File: config.mk
export PLATFORM = sky130hd
export DESIGN_NAME = dispatch_arbiter
export DESIGN_NICKNAME = d
export VERILOG_FILES = /design/src/rtl/dispatch_arbiter.sv
export SDC_FILE = /design/constraint.sdc
export NUM_CORES = 1
export LEC_CHECK = 0
export CAP_MARGIN = 20
export CORE_MARGIN = 2
export CORE_UTILIZATION = 47
export DETAILED_ROUTE_END_ITERATION = 12
export GPL_TIMING_DRIVEN = 0
export PLACE_DENSITY = 0.86
export SYNTH_ARGS = -nofsm -noshare
export SYNTH_HDL_FRONTEND = slang
export SYNTH_SLANG_ARGS = --single-unit
File: constraint.sdc
create_clock -name clock -period 10.62 [get_ports clock]
set_input_delay 2.124 -clock clock [delete_from_list [all_inputs] [get_ports clock]]
set_output_delay 2.124 -clock clock [all_outputs]
set_load 0.02 [all_outputs]
File: src/rtl/dispatch_arbiter.sv
// Round-robin dispatch arbiter feeding an external RAM used as a circular FIFO.
// Optional status print: define DISPATCH_ARBITER_REPORT_EN.
module dispatch_arbiter #(
    parameter int CORE        = 0,
    parameter int DATA_WIDTH  = 32,
    parameter int INDEX_WIDTH = 3,
    parameter int NUM_REQ     = 4
) (
    input  logic                          clock,
    input  logic                          reset,
    input  logic [NUM_REQ-1:0]            req,
    input  logic [NUM_REQ*DATA_WIDTH-1:0] req_data,
    output logic [NUM_REQ-1:0]            grant,
    input  logic                          deq,
    output logic                          deq_valid,
    output logic [DATA_WIDTH-1:0]         deq_data,
    output logic                          ram_write,
    output logic [INDEX_WIDTH-1:0]        ram_in_address,
    output logic [DATA_WIDTH-1:0]         ram_in_data,
    output logic                          ram_read,
    output logic [INDEX_WIDTH-1:0]        ram_out_address,
    input  logic [DATA_WIDTH-1:0]         ram_out_data,
    output logic                          full,
    output logic                          empty,
    output logic [INDEX_WIDTH:0]          count,
    input  logic                          report
);

    localparam int DEPTH = 1 << INDEX_WIDTH;
    localparam int PW    = (NUM_REQ > 1) ? $clog2(NUM_REQ) : 1;
    localparam int CW    = INDEX_WIDTH + 1;

    logic [INDEX_WIDTH-1:0] wr_ptr;
    logic [INDEX_WIDTH-1:0] rd_ptr;
    logic [PW-1:0]          prio;
    logic [PW-1:0]          gnt_idx;
    logic                   gnt_any;
    logic                   deq_acc;

    assign full  = (count == CW'(DEPTH));
    assign empty = (count == '0);

    // Pick the first requester at or after prio; nothing accepted while full or in reset.
    always_comb begin
        int j;
        j           = 0;
        grant       = '0;
        gnt_idx     = '0;
        gnt_any     = 1'b0;
        ram_in_data = '0;
        if (reset && !full) begin
            for (int k = 0; k < NUM_REQ; k++) begin
                j = int'(prio) + k;
                if (j >= NUM_REQ) j = j - NUM_REQ;
                if (!gnt_any && req[j]) begin
                    gnt_any     = 1'b1;
                    gnt_idx     = PW'(j);
                    grant[j]    = 1'b1;
                    ram_in_data = req_data[j*DATA_WIDTH +: DATA_WIDTH];
                end
            end
        end
    end

    assign deq_acc         = reset && deq && !empty;
    assign ram_write       = gnt_any;
    assign ram_in_address  = wr_ptr;
    assign ram_read        = deq_acc;
    assign ram_out_address = rd_ptr;
    assign deq_data        = ram_out_data;

    // FIFO pointers, occupancy, arbitration priority and read-valid pipeline.
    always_ff @(posedge clock or negedge reset) begin
        if (!reset) begin
            wr_ptr    <= '0;
            rd_ptr    <= '0;
            count     <= '0;
            prio      <= '0;
            deq_valid <= 1'b0;
        end else begin
            deq_valid <= deq_acc;
            if (gnt_any) begin
                wr_ptr <= wr_ptr + 1'b1;
                prio   <= (gnt_idx == PW'(NUM_REQ - 1)) ? '0 : gnt_idx + 1'b1;
            end
            if (deq_acc) rd_ptr <= rd_ptr + 1'b1;
            case ({gnt_any, deq_acc})
                2'b10:   count <= count + 1'b1;
                2'b01:   count <= count - 1'b1;
                default: count <= count;
            endcase
        end
    end

`ifdef DISPATCH_ARBITER_REPORT_EN
    logic [31:0] cycle;

    // Free-running cycle counter and status print on request.
    always_ff @(posedge clock or negedge reset) begin
        if (!reset) begin
            cycle <= '0;
        end else begin
            cycle <= cycle + 1'b1;
            if (report)
                $display("core=%0d cycle=%0d wr_ptr=%0d rd_ptr=%0d count=%0d prio=%0d grant=%b full=%b empty=%b",
                         CORE, cycle, wr_ptr, rd_ptr, count, prio, grant, full, empty);
        end
    end
`else
    logic unused_report;
    assign unused_report = report ^ (CORE != 0);
`endif

endmodule

* Yosys cells after proc, flatten, opt, wreduce, memory -nomap -nowiden
Cells that the tools add are included.
** Cells by class
- $lt $le $gt $ge :: 12
- Shift-type cells :: 4
- Multiplexer cells :: 56
- Add/subtract/negate cells :: 12
- Bitwise gates (word level) :: 3
- Reductions and logical operators :: 17
- Eq/ne operators :: 4
** Operator list (number)
- 128-bit by 32-bit variable part select with 32-bit output :: 4
- 32-bit 2-to-1 mux :: 13
- 32-bit by 1-bit >= comparator with 1-bit output (second input constant) :: 4
- 32-bit by 4-bit less-than comparator with 1-bit output (second input constant) :: 4
- 4-bit 2-to-1 mux :: 8
- 1-bit 2-to-1 mux :: 20
- 2-bit 2-to-1 mux :: 6
- 4-bit bitwise OR :: 3
- 3-bit by 3-bit subtractor with 4-bit output (second input constant) :: 3
- 1-bit logical AND :: 10
- 3-bit >= comparator (second input constant) :: 3
- 1-bit binary-select mux with 2-bit select :: 4
- 1-bit demux with 2-bit select :: 4
- 4-bit case mux with 2 select lines :: 1
- 2-bit by 2-bit adder with 3-bit output (second input constant) :: 2
- 3-bit by 1-bit adder with 3-bit output (second input constant) :: 2
- 1-bit logical NOT :: 5
- 4-bit by 1-bit adder with 4-bit output (second input constant) :: 1
- 2-bit == test (second input constant) :: 2
- 4-bit == test (second input constant) :: 1
- 4-bit logical NOT :: 1
- 2-bit by 3-bit subtractor with 4-bit output (second input constant) :: 1
- 4-bit by 1-bit subtractor with 4-bit output (second input constant) :: 1
- 2-bit by 1-bit adder with 3-bit output (second input constant) :: 1
- other kinds (4) :: 4
** Word-level totals
- Bits of input ports :: 168
- Output and inout port bits :: 83
- Register bits after elaboration :: 13
- Logic and storage cells :: 113

* Logic depth before layout (Yosys ltp)
- Depth in word-level cells :: 23
- Mapped depth :: 13
- Depth with buffers taken out :: 11

* Worst setup path before layout
OpenSTA, ideal clock, no wires.
- Kind :: input port to output port
- Start :: input port req[3]
- End :: output port ram_in_data[10]
- Stages :: 7
- Slack :: 3.980 ns
- Data required time :: 8.496 ns
- Path buffers :: 3
- Arrival time :: 4.516 ns
- Path through :: clkbuf_2 mux4_2 clkbuf_1 clkbuf_1 a21oi_1 o21ai_0 a2111oi_0
** Between the ends
- Cells in the longest elaborated chain, start to end :: 17
- Elaborated cells between the ends (all ways) :: 29
- Classes of those cells :: mux: 23; reduce/logical: 6
** Ends and longest elaborated chain
- start: declaration :: RTL line 11 : input logic [NUM_REQ-1:0] req,
- 1-bit binary-select mux with 2-bit select :: RTL line 55 : if (!gnt_any && req[j]) begin
- 1-bit 2-to-1 mux (not written as such) (2 in a row) :: RTL line 55
- 1-bit 2-to-1 mux :: RTL line 55
- 1-bit 2-to-1 mux :: RTL line 51 : if (reset && !full) begin
- 1-bit logical NOT :: RTL line 55
- 1-bit logical AND :: RTL line 55
- 1-bit 2-to-1 mux :: RTL line 55
- 1-bit 2-to-1 mux :: RTL line 51
- 1-bit logical NOT :: RTL line 55
- 1-bit logical AND :: RTL line 55
- 1-bit 2-to-1 mux :: RTL line 55
- 1-bit 2-to-1 mux :: RTL line 51
- 1-bit logical NOT :: RTL line 55
- 1-bit logical AND :: RTL line 55
- 32-bit 2-to-1 mux * :: RTL line 55
- 32-bit 2-to-1 mux * :: RTL line 51
- end: declaration :: RTL line 19 : output logic [DATA_WIDTH-1:0] ram_in_data,
Every way passes the cells marked *; elsewhere a longest branch is shown, timed or not. The select of a mux whose other input is x is not followed.

* Worst setup path in the final report
- Start :: input port req[0]
- End :: output port ram_in_data[25]
The elaborated chain is that of the path after synthesis.

==> run summary <==
After Yosys synthesis, full adders, half adders and majority gates account for ~3.1% of the synthesized area. The met3 track utilization from global routing is roughly 5.7%. The number of vias in the routed layout came out at about 7k. The met2 track utilization from global routing is 55.0%. The wire length per cell after detailed routing came out at between 20 and 25 um. The worst setup path is captured at a primary output. Counting flops and latches in the post-synthesis netlist gives 13. The xor and xnor area share after synthesis came out at under 10%.

The layout overhead on the synthesized area came out at 43.7%. The global route total overflow came out at 0. The horizontal die dimension came out at between 100 and 150 um.

The worst hold path belongs to the class register to register. Of all nets on the critical path, the largest fanout is 10. Clock skew on the completed layout was measured at 0.00175 ns.

The fraction of met1 tracks used by global routing is a little under half. Hold repair after CTS inserted 0 buffers. Counting both buffers and inverters, the worst setup path holds a total of 5. The shortest period the worst path allows is between 7 and 8 ns. The number of antenna violations at the first check in global routing came to 0. The first global-routing pass estimated between 30000 and 40000 um of wire.

The post-placement setup slack is ~2.9 ns. TritonCTS built the clock tree. The worst register-to-register path has a depth of 13. CTS saw 13 sinks. nand2_1 is the most common cell in the netlist. The post-CTS setup-driven buffer insertion count came out at 0. The maximum number of pins on one net before global-route repair came out at 16. The placement row count came out at 39. The library cell with the largest summed area after synthesis is mux4_2.

The effective utilization at floorplan came out at around 48%. Using the TritonRoute via totals, the vias-per-cell ratio works out to slightly below 7. The total die area came out at 12600 sq um.

The count of different cell masters after synthesis is between 50 and 60. Counting every instance in the synthesized netlist gives 660. The number of fill cells in the layout came out at about 980. The required time of the critical path is 8.50 ns. The post-synthesis sequential area ratio came out at under 10%. The final number of max-transition violations came out at 0.

Setup violations remaining at the end of the flow were counted as 0. Summing all flip-flop and latch instances after layout gives roughly 330 sq um. In the final design database the tool counted approximately 1.1k nets. Power spread over the standard cell area amounts to about 300 nW/um^2. In the synthesized netlist, the cells that appear most often are nand2_1 (89), mux4_2 (66), mux2i_1 (57), a21oi_1 (54), clkbuf_1 (42). In the post-synthesis netlist, the biggest area contributors are mux4_2 (27%), mux2i_1 (10%), nand2_1 (6.0%). The aggregate routed wire length came out at around 23000 um. For this design the top-level I/O count stands at around 250. The tool flagged a number of max-cap violations equal to 0.

The final RePlAce weighted congestion came out at about 1. The per-instance average area after synthesis is 8.37 sq um. Data arrives at the worst endpoint at between 5 and 6 ns. The normalized max-slew margin is 29.7%. The post-synthesis instance area is 5520 sq um. The clock reaches the later pin of the worst-skew pair after about 0.24 ns. The vertical extent of the die came out at about 110 um. Static timing analysis puts the maximum clock frequency at 126 MHz.

The number of stages on the worst hold path came out at 1. Grouping stages by cell kind, the critical path spends the most delay in buffers and inverters. The count of buffers inserted at the top-level ports came out at approximately 220. The final routed DRC violation total came out at 0.

The slowest stage of the critical path belongs to the cell clkdlybuf4s50_1. The deepest clock path buffer count is 2. The fraction of the mapped netlist area in compound gates is between 20% and 30%.

The first-pass iteration count of the detailed router came out at 9. The multi-input combinational cell area is 4630 sq um. The flow ran to the end, and the final reports show no timing, DRC or antenna violations.

The share of the clock period used by the worst path is about three quarters. The layer carrying the most global-route usage is met2. The largest vdd supply drop is around 0.00022 V.

In this run, the number of DRC markers left after iteration 0 of detailed routing was about 1.1k. Across all setup checks in the final design, the least slack found is between 2 and 3 ns. The CTS buffer count is 3. The clock slew at the register clock pins of the worst setup and hold paths is ~0.040 ns. The number of nets handed over by synthesis was 841. The ratio of cells with drive above 1 in the final layout came out at between 10% and 20%. The non-filler instance count after layout is a little over 1k. The cell occurring most often along the worst timing path is clkbuf_1.

The accumulated negative setup slack is 0 ns. Gates resized during post-CTS repair numbered 0. The category of the critical setup timing path is primary input to primary output. The proportion of netlist area held by the largest area contributor came out at between 20% and 30%. At the pin with the least slew margin, the transition time is around 1.1 ns. Setup repair after global routing left no endpoint under its margin. After Yosys synthesis, and, or, nand and nor cells account for about 16% of the synthesized area. The analysis attributes to cell leakage a power of 3.08 nW. The Yosys step of the flow raised 0 warnings.

The number of routed nets with antenna violations is 0. The share of synthesized flip-flops with an asynchronous set or reset came out at 100%. The launching element type of the critical path is a primary input. In the synthesized netlist the dominant register cell turns out to be dfrtp_1. The final hold violation count is 0.

The cell depth of the worst setup path is 10. The standard cell core area is approximately 11000 sq um. After synthesis, the largest family of logic cells by area is multiplexers. The instance count after placement with tap cells included came out at approximately 1.0k. In this design, the stage delay of the slowest critical-path cell is 0.64 ns. The half-perimeter wire length of the detailed placement result is between 15000 and 20000 um.

The number of flops mapped to enable cells by yosys is 0. The mux share of post-synthesis cell area is between 40% and 50%. The signal on the critical path passes through clkdlybuf4s50_1, clkbuf_1, nor2b_1, clkbuf_1, clkbuf_1, a22oi_1, o221ai_1, nand3_1, a21oi_1, clkdlybuf4s50_1.

The number of levels the H-tree was split into is 1. The worst slack on hold paths is ~0.47 ns. The number of global-route vias before repair is about 6.7k. The clock root buffer is clkbuf_16. 0 antenna diodes ended up in the layout. The global-route total usage across every layer is between 30% and 40%.
final timing paths:
| kind | from | to | slack, ns |
|---|---|---|---|
| max | req[0] | ram_in_data[25] | 2.69 |
| min | ram_in_address[2] | ram_in_address[2] | 0.47 |
| max reg2reg | prio[0] | prio[1] | 5.93 |
| min reg2reg | ram_in_address[2] | ram_in_address[2] | 0.47 |
| max in group asynchronous | reset | ram_in_address[1] | 7.95 |
| min in group asynchronous | reset | count[1] | 2.27 |
routing by layer:
metal  part of all wire (%)  vias to the layer above
met2                     47                      706
li1                       -                     3006
met3                     14                      104
met1                     35                     3175
met4                    3.6                        0
met5                      0                        -
cell families (layout without fill, tap and decap cells):
| kind of cell | Yosys count | after routing |
|---|---|---|
| adder cells (fa/ha/maj) | 13 | 13 |
| AO/OA/AOI/OAI | 198 | 198 |
| XOR/XNOR | 8 | 8 |
| buffers and inverters | 110 | 329 |
| multiplexers | 137 | 137 |
| AND/OR/NAND/NOR | 181 | 181 |
| flip-flops | 13 | 13 |
final cells by class:
cell class | count | share of cell area [%]
Multi-Input combinational cell | 537 | 58.3
Sequential cell | 13 | 4.10
Clock inverter | 1 | 0.0631
Clock buffer | 3 | 0.946
Inverter | 7 | 0.331
Tap cell | 143 | 2.26
Buffer | 103 | 6.86
Timing Repair Buffer | 215 | 27.1
sequential cells by signal, indices dropped and copies added, names as in the netlist:
signal / cells
count: 4
deq_valid: 1
prio: 2
ram_in_address: 3
ram_out_address: 3
where the power goes:
part | internal, mW | switching (mW) | total (mW)
sequential | 0.0748 | 0.0300 | 0.105
clock | 0.0500 | 0.0207 | 0.0707
combinational | 0.984 | 1.25 | 2.23
total | 1.11 | 1.30 | 2.41
through the flow:
| step | util [%] | instance area (sq um) | power, mW |
|---|---|---|---|
| 2_1_floorplan | - | 5520 | 1.60 |
| 4_1_cts | 69.2 | 7930 | 2.35 |
| 5_1_grt | 69.2 | 7930 | 2.54 |
| 3_5_place_dp | 68.5 | 7850 | 2.28 |
| 6_report | 69.2 | 7930 | 2.41 |
| 3_3_place_gp | 68.5 | 7850 | 2.24 |
placed cells by master (no fill, tap or decap), drive strengths merged, types with 17 or more instances in the layout:
cell type      synthesis  routed
clkdlybuf4s50          0     215
nand2                 89      89
mux4                  66      66
buf                   60      60
mux2i                 57      57
a21oi                 55      55
clkbuf                43      46
a22oi                 40      40
o21ai                 31      31
nand3                 30      30
a211oi                17      17
Note: power is estimated with default switching activity, not from simulation.
==> patch 1, RTL diff (config.mk and constraints unchanged) <==
The option `DISPATCH_ARBITER_REPORT_EN` is turned on by a define.
--- a/src/rtl/dispatch_arbiter.sv
+++ b/src/rtl/dispatch_arbiter.sv
@@ -2,2 +2,4 @@
 // Optional status print: define DISPATCH_ARBITER_REPORT_EN.
+`define DISPATCH_ARBITER_REPORT_EN
+
 module dispatch_arbiter #(
Behaviour: no difference found for any inputs over 4 cycles, from zero or initial values and one cycle with reset low; that may be too few to reach the edited logic, so the function may still have changed.
==> patch 1 against the original RTL <==
Sequential cell count unchanged. Power down 1.5%. Setup slack worse by 78 ps. First-iteration DRC count down 22%. Design area down 1.8%. Clock skew up 1.3 ps. Wire length down 1.1%. Die area down 2.7%. Area after synthesis down 2.8%. Utilization down 0.078 points. Critical path depth up 5. Synthesized cell count down 8.9%. Critical endpoint is now ram_in_data[1]. Largest cell class unchanged.
==> patch 1: results (changes against the original RTL) <==
| Metric | Value |
|---|---|
| Outcome | completed |
| GRT Overall Usage | 34.5% (+0.60 points) |
| Xor and xnor area share after synthesis | 1.30% (+0.036 points) |
| Vias | 6,491 (-7.2%) |
| Post-synth top cells | 69 x mux2i_1, 55 x mux4_2, 43 x o21ai_0, 42 x mux2_2, 38 x buf_4 |
| Nets | 1,003 (-5.5%) |
| GRT met1 Usage | 42.7% (-2.6 points) |
| Port bufs | 216 (+0.47%) |
| Filler cell count in the final layout | 930 (-5.5%) |
| Grt met3 use | 7.71% (+2.0 points) |
| First-pass GRT wire length | 34,600 µm (-0.26%) |
| Combinational Power | 2.19 mW (-2%) |
| Net Sw Power | 1.25 mW (-3.4%) |
| Post-synthesis mux area share | 44.9% (+4.8 points) |
| Post-Place Worst Slack | 3000 ps (+126 ps) |
| Layout cells sized above 1 | 21.3% (+5.7 points) |
| Leakage | 3.04 nW (-1.5%) |
| Dpl hpwl | 16,800 µm (-0.61%) |
| Gate count after technology mapping | 601 (-8.9%) |
| Maximum vdd drop | 0.000223 V (+3.1%) |
| Worst clock skew | 3.02 ps (+1.28 ps) |
| Largest net degree at the start of global routing | 17 (+1) |
| Synth Area in Adders | 3.17% (+0.088 points) |
| Met2 Wirelength | 10,700 µm (+0.75%) |
| Area of the multi-input gates | 4470 µm² (-3.3%) |
| Slew of the pin with the lowest slew margin | 932 ps (-123 ps) |
| Synth Area in Compound Gates | 21.1% (-2.7 points) |
patch 1: worst paths after layout:
kind / startpoint / end / slack (ps) / depth (start not counted)
min: ram_out_address[2] / ram_out_address[2] / 480 / 1
min in group asynchronous: reset / deq_valid / 2300 / 1
max in group asynchronous: reset / ram_in_address[2] / 7890 / 1
max: prio[1] / ram_in_data[1] / 2620 / 15
min reg2reg: ram_out_address[2] / ram_out_address[2] / 480 / 1
max reg2reg: prio[1] / count[3] / 4970 / 19
patch 1: worst max-delay path, cell delays in order (launching register included):
cell	delay, ps
dfrtp_1	410
clkbuf_1	340
buf_1	500
clkbuf_1	620
inv_1	310
ha_1	340
buf_2	170
mux4_2	380
buf_2	250
clkbuf_1	450
clkbuf_1	550
nand3_1	180
o21ai_0	130
o22ai_1	110
a21oi_1	230
clkdlybuf4s50_1	640
patch 1: cell type report:
type,count,area share [%]
plain buffers,93,6.94
clock buffers,4,1.01
inverters,8,0.385
multi-input cells,487,57.4
flip-flops and latches,13,4.18
well taps,143,2.30
repair buffers,216,27.8
==> patch 2, RTL diff (same flow settings) <==
Without the edit above. The parameter `DATA_WIDTH` goes from 32 to 48.
--- a/src/rtl/dispatch_arbiter.sv
+++ b/src/rtl/dispatch_arbiter.sv
@@ -4,3 +4,3 @@
     parameter int CORE        = 0,
-    parameter int DATA_WIDTH  = 32,
+    parameter int DATA_WIDTH  = 48,
     parameter int INDEX_WIDTH = 3,
Ports: changed (resized deq_data, ram_in_data, ram_out_data and req_data); port bits go from 251 to 363. The function was not compared with the original's and may differ.
==> patch 2 against the original RTL <==
The run now fails in global routing (5_1_grt). Area after synthesis rose to 3.3 times the old value.
==> patch 2: results (changes against the original RTL) <==
| Metric | Value |
|---|---|
| Outcome | aborted with a tool error |
| Last flow stage reached | global routing (5_1_grt) |
| Error | [ERROR GRT-0116] Global routing finished with congestion. Check the congestion regions in the DRC Viewer. |
| Largest net degree at the start of global routing | 20 |
| Port bufs | 296 (+38%) |
| Library cells used by synthesis | 80 (+54%) |
| FF+latch count, synth | 13 (unchanged) |
| Post-synth top cells | 266 x mux2i_1, 236 x nor2_1, 219 x mux4_2, 129 x nand2_1, 126 x clkbuf_1 |
| Number of H-tree levels | 1 (unchanged) |
| Vias in the first global route | 27,642 |
| Top cells by area, synth | mux4_2 27%, mux2i_1 15%, mux2_2 6.6% |
| Synth top area share | 27.1% (+0.23 points) |
| CTS buffer count | 3 (unchanged) |
| GRT Overall Usage | 81.7% |
| Placed inst area | 22,000 µm² (+180%) |
| YS warnings | 0 (unchanged) |
| Dpl hpwl | 106,000 µm (+530%) |
| Net count after synthesis | 2,431 (+190%) |
| Primary FF master, synth | dfrtp_1 |
| Top-count cell post-synth | mux2i_1 |
| Avg Cell Area, Syn | 8.39 µm² (+0.21%) |
| CTS Buffer Depth | 2 (unchanged) |
| First-pass GRT wire length | 231,000 µm |
| Register area share after synthesis | 1.79% (-4.1 points) |
| Gp weighted congestion | 1.39 (+38%) |
[patch 2: routing by layer]
| metal | global-route usage [%] | GRT overflow |
|---|---|---|
| met1 | 83.9 | 0 |
| met2 | 89.4 | 2 |
| met3 | 75.6 | 0 |
| met4 | 74.6 | 1 |
| met5 | 56.9 | 0 |
[patch 2: stage by stage]
stage	TNS (ps)	instances	worst slack [ps]	util, %	hold WS [ps]
after detailed placement	-34150	2994	-1490	57.2	462
after CTS	0	2996	27.1	57.5	480
after global placement	-54500	2981	-2070	56.8	465
after floorplan	0	2167	2940	-	581
[patch 2: what timing repair did]
action / CTS
setup buffers: 0
resized for setup: 11
setup endpoints to repair: 48
[patch 2: kinds of logic after synthesis]
kind of cell | Yosys count | share of synthesized area (%)
multiplexers | 591 | 48.4
other | 1 | 0.0206
AND/OR/NAND/NOR | 529 | 13.0
AO/OA/AOI/OAI | 660 | 25.6
buffers and inverters | 345 | 9.50
adder cells (fa/ha/maj) | 16 | 1.14
flip-flops | 13 | 1.79
XOR/XNOR | 12 | 0.578
